`src/rtl/xadc_drp_package.sv`:
```
// Shared DRP geometry, XADC channel addresses and sequencer state type.
package xadc_drp_package;

    localparam int XADC_DRP_DATA_WIDTH      = 16;
    localparam int XADC_DRP_AXIS_ADDR_WIDTH = 7;
    localparam int XADC_SAMPLE_WIDTH        = 12;

    // vaux4 carries the current sense, vaux12 the voltage sense
    localparam logic [XADC_DRP_AXIS_ADDR_WIDTH-1:0] XADC_DRP_ADDR_CURRENT_CHANNEL = 7'h14;
    localparam logic [XADC_DRP_AXIS_ADDR_WIDTH-1:0] XADC_DRP_ADDR_VOLTAGE_CHANNEL = 7'h1C;

    typedef enum logic [2:0] {
        IDLE       = 3'd0,
        HOST_ISSUE = 3'd1,
        HOST_WAIT  = 3'd2,
        CUR_ISSUE  = 3'd3,
        CUR_WAIT   = 3'd4,
        VOLT_ISSUE = 3'd5,
        VOLT_WAIT  = 3'd6
    } drp_state_t;

    // The 12-bit XADC result sits left-justified in the 16-bit DRP word
    function automatic logic [XADC_SAMPLE_WIDTH-1:0] drp_result(
        input logic [XADC_DRP_DATA_WIDTH-1:0] word
    );
        return word[15:4];
    endfunction

endpackage

```
`src/rtl/xadc_drp_sequencer.sv`:
```
// On every XADC end-of-sequence, reads the current and voltage channels over
// DRP and presents them as a valid/ready sample pair; idle DRP slots are lent
// to a host port. Each DRP wait is guarded by a cycle timeout.
module xadc_drp_sequencer
    import xadc_drp_package::*;
#(
    parameter int DRDY_TIMEOUT   = 64,
    parameter int DROP_CNT_WIDTH = 8
) (
    input  logic                                dclk_in,
    input  logic                                reset_n_in,
    input  logic                                eos_in,
    input  logic                                busy_in,
    output logic                                den_out,
    output logic                                dwe_out,
    output logic [XADC_DRP_AXIS_ADDR_WIDTH-1:0] daddr_out,
    output logic [XADC_DRP_DATA_WIDTH-1:0]      di_out,
    input  logic                                drdy_in,
    input  logic [XADC_DRP_DATA_WIDTH-1:0]      do_in,
    input  logic                                host_req_in,
    input  logic                                host_we_in,
    input  logic [XADC_DRP_AXIS_ADDR_WIDTH-1:0] host_addr_in,
    input  logic [XADC_DRP_DATA_WIDTH-1:0]      host_di_in,
    output logic                                host_ack_out,
    output logic [XADC_DRP_DATA_WIDTH-1:0]      host_do_out,
    output logic [XADC_SAMPLE_WIDTH-1:0]        cur_sample_out,
    output logic [XADC_SAMPLE_WIDTH-1:0]        volt_sample_out,
    output logic                                sample_valid_out,
    input  logic                                sample_ready_in,
    output logic                                timeout_err_out,
    output logic [DROP_CNT_WIDTH-1:0]           dropped_cnt_out
);

    localparam int TMO_WIDTH = $clog2(DRDY_TIMEOUT + 1);
    localparam logic [TMO_WIDTH-1:0] TMO_LAST = TMO_WIDTH'(DRDY_TIMEOUT - 1);

    drp_state_t                        state_reg, state_next;
    logic                              pending_reg;
    logic [TMO_WIDTH-1:0]              timeout_cnt_reg;
    logic [XADC_SAMPLE_WIDTH-1:0]      cur_hold_reg;
    logic [XADC_SAMPLE_WIDTH-1:0]      cur_sample_reg;
    logic [XADC_SAMPLE_WIDTH-1:0]      volt_sample_reg;
    logic                              sample_valid_reg;
    logic                              host_ack_reg;
    logic [XADC_DRP_DATA_WIDTH-1:0]    host_do_reg;
    logic                              timeout_err_reg;
    logic [DROP_CNT_WIDTH-1:0]         dropped_cnt_reg;

    logic in_wait;
    logic wait_expired;
    logic out_free;
    logic busy_unused;

    assign busy_unused  = busy_in;
    assign in_wait      = (state_reg == HOST_WAIT) || (state_reg == CUR_WAIT) ||
                          (state_reg == VOLT_WAIT);
    assign wait_expired = in_wait && !drdy_in && (timeout_cnt_reg == TMO_LAST);
    assign out_free     = !sample_valid_reg || sample_ready_in;

    // State register
    always_ff @(posedge dclk_in) begin
        if (!reset_n_in) begin
            state_reg <= IDLE;
        end else begin
            state_reg <= state_next;
        end
    end

    // Next-state decode and DRP request drive
    always_comb begin
        state_next = state_reg;
        den_out    = 1'b0;
        dwe_out    = 1'b0;
        daddr_out  = '0;
        di_out     = '0;
        unique case (state_reg)
            IDLE: begin
                // A host grant is withheld while an eos is arriving so that a
                // sequence raised in the same cycle still goes first, and in the
                // ack cycle because the host only drops its request after ack.
                if (pending_reg && out_free) begin
                    state_next = CUR_ISSUE;
                end else if (host_req_in && !eos_in && !host_ack_reg) begin
                    state_next = HOST_ISSUE;
                end
            end
            HOST_ISSUE: begin
                den_out    = 1'b1;
                dwe_out    = host_we_in;
                daddr_out  = host_addr_in;
                di_out     = host_di_in;
                state_next = HOST_WAIT;
            end
            HOST_WAIT: begin
                if (drdy_in || wait_expired) begin
                    state_next = IDLE;
                end
            end
            CUR_ISSUE: begin
                den_out    = 1'b1;
                daddr_out  = XADC_DRP_ADDR_CURRENT_CHANNEL;
                state_next = CUR_WAIT;
            end
            CUR_WAIT: begin
                if (drdy_in) begin
                    state_next = VOLT_ISSUE;
                end else if (wait_expired) begin
                    state_next = IDLE;
                end
            end
            VOLT_ISSUE: begin
                den_out    = 1'b1;
                daddr_out  = XADC_DRP_ADDR_VOLTAGE_CHANNEL;
                state_next = VOLT_WAIT;
            end
            VOLT_WAIT: begin
                if (drdy_in || wait_expired) begin
                    state_next = IDLE;
                end
            end
            default: begin
                state_next = IDLE;
            end
        endcase
    end

    // Pending sequence flag and saturating count of events lost while pending
    always_ff @(posedge dclk_in) begin
        if (!reset_n_in) begin
            pending_reg     <= 1'b0;
            dropped_cnt_reg <= '0;
        end else begin
            // An eos landing in CUR_ISSUE refills the flag being consumed there
            if (eos_in && pending_reg && (state_reg != CUR_ISSUE) &&
                (dropped_cnt_reg != {DROP_CNT_WIDTH{1'b1}})) begin
                dropped_cnt_reg <= dropped_cnt_reg + 1'b1;
            end
            if (eos_in) begin
                pending_reg <= 1'b1;
            end else if (state_reg == CUR_ISSUE) begin
                pending_reg <= 1'b0;
            end
        end
    end

    // Wait-cycle counter, restarted whenever the machine is outside a wait
    always_ff @(posedge dclk_in) begin
        if (!reset_n_in) begin
            timeout_cnt_reg <= '0;
        end else if (in_wait) begin
            timeout_cnt_reg <= timeout_cnt_reg + 1'b1;
        end else begin
            timeout_cnt_reg <= '0;
        end
    end

    // Sample capture and valid/ready output register
    always_ff @(posedge dclk_in) begin
        if (!reset_n_in) begin
            cur_hold_reg     <= '0;
            cur_sample_reg   <= '0;
            volt_sample_reg  <= '0;
            sample_valid_reg <= 1'b0;
        end else begin
            if ((state_reg == CUR_WAIT) && drdy_in) begin
                cur_hold_reg <= drp_result(do_in);
            end
            if ((state_reg == VOLT_WAIT) && drdy_in) begin
                cur_sample_reg   <= cur_hold_reg;
                volt_sample_reg  <= drp_result(do_in);
                sample_valid_reg <= 1'b1;
            end else if (sample_ready_in) begin
                sample_valid_reg <= 1'b0;
            end
        end
    end

    // Host completion: read data (zero on timeout) and a one-cycle ack
    always_ff @(posedge dclk_in) begin
        if (!reset_n_in) begin
            host_ack_reg <= 1'b0;
            host_do_reg  <= '0;
        end else begin
            host_ack_reg <= 1'b0;
            if (state_reg == HOST_WAIT) begin
                if (drdy_in) begin
                    host_ack_reg <= 1'b1;
                    host_do_reg  <= do_in;
                end else if (wait_expired) begin
                    host_ack_reg <= 1'b1;
                    host_do_reg  <= '0;
                end
            end
        end
    end

    // Sticky timeout flag, cleared only by reset
    always_ff @(posedge dclk_in) begin
        if (!reset_n_in) begin
            timeout_err_reg <= 1'b0;
        end else if (wait_expired) begin
            timeout_err_reg <= 1'b1;
        end
    end

    assign host_ack_out     = host_ack_reg;
    assign host_do_out      = host_do_reg;
    assign cur_sample_out   = cur_sample_reg;
    assign volt_sample_out  = volt_sample_reg;
    assign sample_valid_out = sample_valid_reg;
    assign timeout_err_out  = timeout_err_reg;
    assign dropped_cnt_out  = dropped_cnt_reg;

endmodule

```
`config.mk`:
```
export PLATFORM = sky130hd
export DESIGN_NAME = xadc_drp_sequencer
export DESIGN_NICKNAME = d
export VERILOG_FILES = /design/src/rtl/xadc_drp_package.sv /design/src/rtl/xadc_drp_sequencer.sv
export SDC_FILE = /design/constraint.sdc
export NUM_CORES = 1
export LEC_CHECK = 0
export BUFFER_PORTS_ARGS = -buffer_cell sky130_fd_sc_hd__buf_2
export CORE_AREA = 2 2 65 128
export DETAILED_ROUTE_END_ITERATION = 16
export DIE_AREA = 0 0 67 130
export GPL_TIMING_DRIVEN = 0
export PLACE_DENSITY = 0.69
export SYNTH_ARGS = -nofsm -noshare
export SYNTH_HDL_FRONTEND = slang
export SYNTH_SLANG_ARGS = --single-unit
```
`constraint.sdc`:
```
create_clock -name dclk_in -period 2.91 [get_ports dclk_in]
set_input_delay 0 -clock dclk_in [delete_from_list [all_inputs] [get_ports dclk_in]]
set_output_delay 0 -clock dclk_in [all_outputs]
set_load 0.01 [all_outputs]
```
==> out/results.ini <==
[synth]
ys_seq_area_share_pct=49.44
synth_common_cells=85 x nand2_1, 74 x dfxtp_1, 47 x a21oi_1
yosys-top-cells-area=dfxtp_1 49%, nand2_1 11%, a21oi_1 7.8%
synth_most_common_cell=nand2_1
syn_inst=346
yosysTopAreaCellShare_pct=49.44
syn-num-nets=395
syn_area_um2=2997
yosys.area.top_type=dfxtp_1
synth_warnings=0
synth_seq_cells=74
synth-main-ff-cell=dfxtp_1
synth_edf_count=0
syn_avg_cell_area_um2=8.661
ys_types=43
async_flop_share_pct=0

[global_route]
grt_max_degree=13
grt.total_usage_pct=17.67
grt_first_pass_wirelength_um=11680
antenna_found_initial=0
gr-total-overflow=0
grt_pass1_vias=2606

[detailed_routing]
dr.pass1.iters=4
via_per_inst=4.775
drt_iter0_markers=117
drcViolationCount=0
ant_nets=0
routedWlPerCell_um=12.37
drt-total-wl_um=7372
via_count=2846

[cells_and_area]
num-fill-cells=745
multiInputGateArea_um2=1384
final_util_pct=53.20
area_growth_pct=38.96
antenna_cells=0
regArea_um2=1481
nets=545
largest_register_ffs=16
drive_above_1_share_pct=31.00

[clock_network]
htree_levels=3
post_cts_buffers=0
clkTransAtPathRegs_ns=0.05
cts-root-buf=clkbuf_16
cts_buffers=9
clkLatencyLatePin_ns=0.34
clk_path_buf_depth=2
cts_sinks=74
ctsHoldBuffers=18
cts_resized=0
cts_tree=done

[power_and_ir_drop]
combPwrFrac_pct=19.8
pwr-share-seq_pct=42.1
p_sw_mw=0.7097
clkPwrFrac_pct=38.1
p_leak_nw=1.894
internal-power_mw=1.854
report.power.total_mw=2.564
powerDensity_nw_per_um2=615.7
irDropWorstVdd_uv=577.3
switching_share_pct=27.68

[timing]
setup_viol=0
hold_violations=0
period_minus_slack_ns=1.828
hold_slack_ns=0.06185
rsz0062_at_grt=no
setup_ws_ns=1.082
timing.final.crit_share_pct=62.83
tightest_slew_ns=0.5063
finalSetupTns_ns=0
fmax_ghz=0.5469
report.final.slew_viol_count=0
skew_ns=0.006317
relSlewSlack_pct=66.25

[placed_design]
place_congestion=0.7460
dp_hpwl_um=5253
io_buffers=121
dp_slack_ns=1.110

[setup_path]
arrival_ns=2.10
rr_startpoint=timeout_cnt_reg[0]
startpoint_type=register
cp_max_fo=10
path_class=reg2reg
end_kind=register
required_ns=3.18
startpoint=timeout_cnt_reg[0]

[hold_path]
hold_path.class=in2reg
min-delay-start=drdy_in

[floorplanning]
num_io_pins=123
die_w_um=67
core_area_um2=7828
std_cell_rows=46
fp.dieH_um=130
start_util_pct=38.28
dieArea_um2=8710

[run]
maxCapViolations=0

[status]
status=finished, final reports clean

[power groups by stage]
stage | registers, mW | clock network [mW] | logic (mW)
floorplan | 1.11 | 0 | 0.307
detailed placement | 1.10 | 0 | 0.492
global route | 1.08 | 1.05 | 0.561
CTS | 1.08 | 0.999 | 0.512
finish | 1.08 | 0.977 | 0.508
global placement | 1.10 | 0 | 0.488
[cell type report]
| cell class | count | area share, % |
|---|---|---|
| Sequential cell | 74 | 35.58 |
| Multi-Input combinational cell | 245 | 33.23 |
| Timing Repair Buffer | 139 | 18.87 |
| Clock buffer | 10 | 5.499 |
| Tap cell | 96 | 2.885 |
| Buffer | 20 | 2.524 |
| Clock inverter | 5 | 0.7813 |
| Inverter | 7 | 0.6310 |
[placed cells by master, fill, tap and decap left out, types with 8 or more instances in the layout]
cell type / Yosys / final
clkbuf_16: 0 / 9
nand3_1: 8 / 8
dfxtp_1: 74 / 74
clkbuf_1: 7 / 8
buf_2: 7 / 128
dlygate4sd3_1: 0 / 18
nor2_1: 19 / 19
a22o_1: 16 / 16
a21oi_1: 47 / 47
and2_1: 22 / 22
nand2_1: 85 / 85
[metal layers]
metal | track usage [%] | vias up | share of wire (%)
li1 | - | 1463 | -
met3 | 4.741 | 15 | 7.4
met4 | 9.964 | 0 | 2.9
met2 | 27.84 | 110 | 46
met5 | 0 | - | 0
met1 | 21.36 | 1258 | 44
[metrics by stage]
stage | area (um2) | cells
floorplan | 2997 | 346
global placement | 3722 | 563
detailed placement | 3722 | 563
CTS | 4164 | 596
global route | 4164 | 596
finish | 4164 | 596
[kinds of logic after synthesis]
logic type      after synthesis  share of synthesized area [%]
flops                        74                          49.44
simple gates                157                          24.68
xor+xnor                      4                          1.169
buf+inv                      27                          4.384
mux                           3                          1.002
compound gates               79                          18.50
fa+ha+maj                     2                         0.8349
[worst max-delay path, cell delays in order, from the launching register on]
cell and delay [ns]:
dfxtp_1 0.32, ha_1 0.24, nand4_2 0.13, o21ai_1 0.10, a31oi_2 0.44, buf_2 0.35
a22o_1 0.18
[final timing paths]
check	endpoint	slack (ns)	cells after the start
worst max-delay path	host_do_out[1]	1.08	6
worst min-delay path	state_reg[0]	0.06	3
worst max register to register	host_do_out[1]	1.08	6
worst min register to register	timeout_cnt_reg[0]	0.45	1
No activity file was read; power rests on OpenSTA's default activity.
